## config.mk

```make
export PLATFORM = sky130hd
export DESIGN_NAME = cordic_angle_rate_flat
export DESIGN_NICKNAME = d
export VERILOG_FILES = /design/src/rtl/cordic_angle_rate_if.sv /design/src/rtl/cordic_angle_rate.sv /design/src/flat_wrapper.sv
export SDC_FILE = /design/constraint.sdc
export NUM_CORES = 1
export LEC_CHECK = 0
export BUFFER_PORTS_ARGS = -buffer_cell sky130_fd_sc_hd__buf_2
export CORE_UTILIZATION = 55
export DETAILED_ROUTE_END_ITERATION = 8
export PLACE_DENSITY = 0.86
export SYNTH_ARGS = -nofsm -noshare
export SYNTH_HDL_FRONTEND = slang
export SYNTH_SLANG_ARGS = --single-unit
```

## constraint.sdc

```tcl
create_clock -name clk -period 5.75 [get_ports clk]
set_input_delay 0.575 -clock clk [delete_from_list [all_inputs] [get_ports clk]]
set_output_delay 0.575 -clock clk [all_outputs]
set_load 0.05 [all_outputs]
```

## src/rtl/cordic_angle_rate_if.sv

```systemverilog
// Handshake bundle for cordic_angle_rate: angle stream in, averaged rate out.
// Ports: angle_in/vld_in/clr/rate_rdy from producer side; rate_out/rate_vld/drop_err from the block.
interface cordic_angle_rate_if #(
  parameter int ANGLE_WIDTH = 16
);
  logic signed [ANGLE_WIDTH-1:0] angle_in;
  logic                          vld_in;
  logic                          clr;
  logic signed [ANGLE_WIDTH-1:0] rate_out;
  logic                          rate_vld;
  logic                          rate_rdy;
  logic                          drop_err;

  modport master (
    output angle_in, vld_in, clr, rate_rdy,
    input  rate_out, rate_vld, drop_err
  );

  modport slave (
    input  angle_in, vld_in, clr, rate_rdy,
    output rate_out, rate_vld, drop_err
  );
endinterface

```

## src/rtl/cordic_angle_rate.sv

```systemverilog
// Phase-rate estimator: wrapped angle differences averaged over 2^LOG2_N samples.
// Ports: clk, rst_n (async low), io (slave): angle stream in, rate out via valid/ready.
module cordic_angle_rate #(
  parameter int ANGLE_WIDTH = 16,
  parameter int LOG2_N      = 3
) (
  input logic               clk,
  input logic               rst_n,
  cordic_angle_rate_if.slave io
);
  localparam int W  = ANGLE_WIDTH;
  localparam int DW = W + 2;
  localparam int AW = W + LOG2_N + 1;

  localparam logic [0:0] S_PRIME = 1'b0;
  localparam logic [0:0] S_ACC   = 1'b1;

  localparam logic signed [DW-1:0] HALF = DW'(11520);
  localparam logic signed [DW-1:0] FULL = DW'(23040);

  logic [0:0]            state;
  logic signed [W-1:0]   prev;
  logic signed [AW-1:0]  acc;
  logic [LOG2_N-1:0]     cnt;
  logic signed [W-1:0]   r_out;
  logic                  r_vld;
  logic                  r_drop;

  logic signed [DW-1:0]  d_raw;
  logic signed [DW-1:0]  d;
  logic signed [AW-1:0]  sum;
  logic signed [W-1:0]   res;
  logic                  step;
  logic                  last;
  logic                  room;

  always_comb begin
    d_raw = DW'(io.angle_in) - DW'(prev);
    d     = d_raw;
    unique case (1'b1)
      (d_raw >= HALF):  d = d_raw - FULL;
      (d_raw < -HALF):  d = d_raw + FULL;
      default:          d = d_raw;
    endcase
    sum = acc + AW'(d);
    res = W'(sum >>> LOG2_N);
  end

  assign step = io.vld_in && (state == S_ACC);
  assign last = step && (cnt == '1);
  // Output register is free if empty or being taken this edge.
  assign room = !r_vld || io.rate_rdy;

  always_ff @(posedge clk or negedge rst_n) begin
    if (!rst_n) begin
      state  <= S_PRIME;
      prev   <= '0;
      acc    <= '0;
      cnt    <= '0;
      r_out  <= '0;
      r_vld  <= 1'b0;
      r_drop <= 1'b0;
    end else if (io.clr) begin
      state  <= S_PRIME;
      prev   <= '0;
      acc    <= '0;
      cnt    <= '0;
      r_out  <= '0;
      r_vld  <= 1'b0;
      r_drop <= 1'b0;
    end else begin
      if (r_vld && io.rate_rdy) begin
        r_vld <= 1'b0;
      end
      if (io.vld_in) begin
        prev  <= io.angle_in;
        state <= S_ACC;
      end
      if (step) begin
        if (last) begin
          acc <= '0;
          cnt <= '0;
          if (room) begin
            r_out <= res;
            r_vld <= 1'b1;
          end else begin
            r_drop <= 1'b1;
          end
        end else begin
          acc <= sum;
          cnt <= cnt + 1'b1;
        end
      end
    end
  end

  assign io.rate_out = r_out;
  assign io.rate_vld = r_vld;
  assign io.drop_err = r_drop;
endmodule

```

## src/flat_wrapper.sv

```systemverilog
// flat-port wrapper written by rule: the top's interface ports become plain ports
module cordic_angle_rate_flat 
#(
  parameter int ANGLE_WIDTH = 16,
  parameter int LOG2_N      = 3
)
  (clk, rst_n, io_angle_in, io_vld_in, io_clr, io_rate_rdy, io_rate_out, io_rate_vld, io_drop_err);
  cordic_angle_rate_if #(.ANGLE_WIDTH(ANGLE_WIDTH)) io_i ();
  input logic clk;
  input logic rst_n;
  input wire logic [$bits(io_i.angle_in)-1:0] io_angle_in;
  input wire logic [$bits(io_i.vld_in)-1:0] io_vld_in;
  input wire logic [$bits(io_i.clr)-1:0] io_clr;
  input wire logic [$bits(io_i.rate_rdy)-1:0] io_rate_rdy;
  output wire logic [$bits(io_i.rate_out)-1:0] io_rate_out;
  output wire logic [$bits(io_i.rate_vld)-1:0] io_rate_vld;
  output wire logic [$bits(io_i.drop_err)-1:0] io_drop_err;
  assign io_i.angle_in = io_angle_in;
  assign io_i.vld_in = io_vld_in;
  assign io_i.clr = io_clr;
  assign io_i.rate_rdy = io_rate_rdy;
  assign io_rate_out = io_i.rate_out;
  assign io_rate_vld = io_i.rate_vld;
  assign io_drop_err = io_i.drop_err;
  cordic_angle_rate #(.ANGLE_WIDTH(ANGLE_WIDTH), .LOG2_N(LOG2_N)) u_core (.clk(clk), .rst_n(rst_n), .io(io_i));
endmodule
```

==> summary.txt <==
Route
  – Wirelength per Cell: 15.9 µm
  – Vias per cell: 5.95
  – Top layer reached by signal wires: met4
  – Final wirelength: 11.3 mm
  – Vias: 4225
  – Routed Antenna Nets: 0
  – Post-route DRC: 0
  – WL met3: 559 µm
  – DRT iter0 DRCs: 230
  – Metal2 WL: 5.65 mm
  – Post-Route M1 WL: 4.77 mm
  – DR pass1 iterations: 5

Finish
  – Layout Cells excl Fill: 710
  – Fin nets: 669
  – Layout Utilization: 70.1%
  – P&R area growth vs syn: 21.3%
  – Number of diodes: 0
  – Fraction of layout cells with a size suffix above 1: 23.0%
  – Final-layout fill cell count: 579
  – Commonest non-fill, non-tap cells in the layout: nand2_1, dfrtp_1, nor2_1

Logic synthesis
  – Sequential area share after synthesis: 31.5%
  – Avg Inst Size Synth: 8.62 µm²
  – Syn Std Cell Area: 4530 µm²
  – Ys async rst share: 100%
  – Top_reg_cell synth: dfrtp_1
  – Syn Inst Count: 526
  – Mapped Nets: 591
  – Post-synth EDFFs: 0
  – Distinct cells, synth: 62
  – Synth warn: 0
  – Seq cells post-synth: 57

Floorplanning
  – Io pins: 39
  – Area of the core: 7850 µm²
  – Core Rows: 32
  – DIE WIDTH: 92.8 µm
  – Height of the die: 92.8 µm
  – Die ar.: 8610 µm²
  – Initial Utilization: 57.7%

Global route
  – First-pass GRT wire length: 18.2 mm
  – Pin count of the biggest net entering global routing: 58
  – GRT Util Overall: 26.4%
  – Overflow after GRT: 0
  – Vias in the first global route: 4124
  – Number of antenna violations at the first check in global routing: 0

Timing
  – Hold Vio Cnt, Final: 0
  – Crit share post-route: 96.7%
  – Endpoints failing setup: 0
  – Final worst setup slack: 0.189 ns
  – WHS: 0.376 ns
  – Fin Clk Skew: 0.00830 ns
  – Slew @ Worst Pin: 0.903 ns
  – Tmin final: 5.56 ns
  – Slew Limit Fails: 0
  – Fmax: 180 MHz
  – Relative slew slack: 39.7%

Setup path
  – Type of origin of the critical path: flip-flop
  – Critical Path End Type: flip-flop
  – CP Max Fanout: 6
  – Worst Path Required: 6.02 ns
  – Crit path kind: flip-flop to flip-flop
  – R2r setup slk: 0.19 ns
  – Critical Path AT: 5.83 ns
  – Crit-path slowest cell: nor3_1
  – Critical path's largest stage delay: 0.45 ns

Power and ir drop
  – PwrDens: 314 nW/µm²
  – Gate power share: 55.9%
  – Seq pwr share: 25.8%
  – P_sw: 0.700 mW
  – Leakage power: 2.67 nW
  – Clk network pwr share: 18.3%
  – Cell internal pwr: 1.03 mW
  – Overall Power: 1.73 mW
  – Peak VDD IR: 0.000199 V
  – Switching share of power: 40.6%

Clock network
  – Clock Latency Late Sink: 0.34 ns
  – CTS clk-pin slew, worst paths: 0.07 ns
  – CTS sink cnt: 57
  – Max clock buf depth: 2
  – Clock root cell: clkbuf_8
  – CTS tree: yes
  – H-tree Lvls: 3
  – Cts bufs inserted: 9

Placement
  – Post-DP HPWL: 7.95 mm
  – Routability congestion estimate: 0.927
  – # placed instances: 688
  – I/O Buffers: 38
  – Setup WS pre-CTS: -0.178 ns

Status
  – Outcome: complete, no violations

Flow run
  – Max_cap viols: 0

Worst hold path
  – Worst Hold Class: primary input to async pin
## state kept, by name (all words and copies together) (netlist names)
name and flops:
u_core.state 1, u_core.prev 16, u_core.io.drop_err 1, u_core.acc 19
u_core.cnt 3, u_core.io.rate_vld 1, u_core.io.rate_out 16
## synth_stat cells, types with 2 or more instances
cell	number	share of area, %
o21bai_1	3	0.50
o211ai_2	2	0.55
a31oi_1	6	0.83
nand2_1	57	4.7
clkbuf_1	12	0.99
nor2b_1	9	1.2
a22o_1	15	2.9
xnor2_1	19	3.7
nand3_1	13	1.4
o21ai_1	4	0.44
nor2_1	51	4.2
or3_1	3	0.41
a31o_2	3	0.58
o211ai_1	6	0.99
nor4_1	2	0.28
a21oi_1	45	5.0
o31ai_1	5	0.83
nand4_1	2	0.28
nor3_1	9	0.99
a311oi_1	2	0.39
inv_1	33	2.7
fa_1	2	0.88
o22ai_1	2	0.28
o31a_1	2	0.39
nand2b_1	12	1.7
o21ai_0	19	2.1
a21o_1	14	2.3
a211o_1	2	0.39
ha_1	42	12
buf_2	2	0.22
nand3b_1	3	0.50
or2_2	2	0.28
mux2_2	2	0.50
a211oi_1	4	0.66
dfrtp_1	57	31
xor2_1	10	1.9
buf_1	3	0.25
o21a_1	6	0.99
mux2i_1	18	4.0
## final timing paths
kind	from	to	cells past startpoint
worst min register to register	u_core.acc[9]$_DFFE_PN0N_	u_core.acc[9]$_DFFE_PN0N_	2
max in group asynchronous	rst_n	u_core.prev[8]$_DFFE_PN0P_	2
worst min-delay path	rst_n	u_core.io.rate_out[0]$_DFFE_PN0P_	2
worst max-delay path	u_core.prev[0]$_DFFE_PN0P_	u_core.acc[18]$_DFFE_PN0N_	27
worst max register to register	u_core.prev[0]$_DFFE_PN0P_	u_core.acc[18]$_DFFE_PN0N_	27
min in group clk	u_core.acc[9]$_DFFE_PN0N_	u_core.acc[9]$_DFFE_PN0N_	2
## worst max-delay path: cells and delay by family (launching register included)
family / cells / cell delay (ns)
compound gates: 11 / 1.81
xor+xnor: 3 / 0.49
fa+ha+maj: 5 / 1.38
buf+inv: 1 / 0.16
flops: 1 / 0.40
simple gates: 7 / 1.23
## layout make-up
type / count / area (µm²) / share of cell area (%)
Multi-Input combinational cell: 418 / 3120 / 56.8
Sequential cell: 57 / 1430 / 25.9
Timing Repair Buffer: 85 / 543 / 9.87
Clock buffer: 12 / 135 / 2.46
Tap cell: 102 / 128 / 2.32
Inverter: 33 / 124 / 2.25
Clock inverter: 3 / 18.8 / 0.341
## layer usage
layer | vias up | track usage [%]
met2 | 140 | 46.8
met1 | 2010 | 31.3
li1 | 2039 | -
met3 | 36 | 5.50
met5 | - | 0
met4 | 0 | 9.87
## logic make-up (layout without fill, tap and decap cells)
logic type	count (synthesis)	count (layout)	synth area share [%]
AND/OR/NAND/NOR	170	170	17.2
AO/OA/AOI/OAI	153	153	23.6
XOR/XNOR	30	30	6.10
multiplexers	20	20	4.47
flip-flops	57	57	31.5
buffers and inverters	51	133	4.44
adder cells (fa/ha/maj)	45	45	12.7
## repair_timing
item | in CTS | in global routing
resized for setup | 0 | 26
endpoints found under the setup margin | 0 | 10
buffers inserted | 0 | 7
hold buffers | 0 | 0
## per-stage QoR
step           instance area, µm²  setup TNS [ns]
2_1_floorplan                4620               0
3_5_place_dp                 5140          -0.501
6_report                     5500               0
4_1_cts                      5290               0
3_3_place_gp                 5140               0
5_1_grt                      5500          -0.231
## power by group through the flow
| stage | combinational (mW) | clock (mW) | sequential, mW |
|---|---|---|---|
| 2_1_floorplan | 0.643 | 0 | 0.446 |
| 3_3_place_gp | 0.852 | 0 | 0.450 |
| 3_5_place_dp | 0.890 | 0 | 0.451 |
| 4_1_cts | 0.899 | 0.319 | 0.445 |
| 5_1_grt | 1.06 | 0.337 | 0.447 |
| 6_report | 0.965 | 0.316 | 0.445 |
Note: power is estimated with default switching activity, not from simulation.
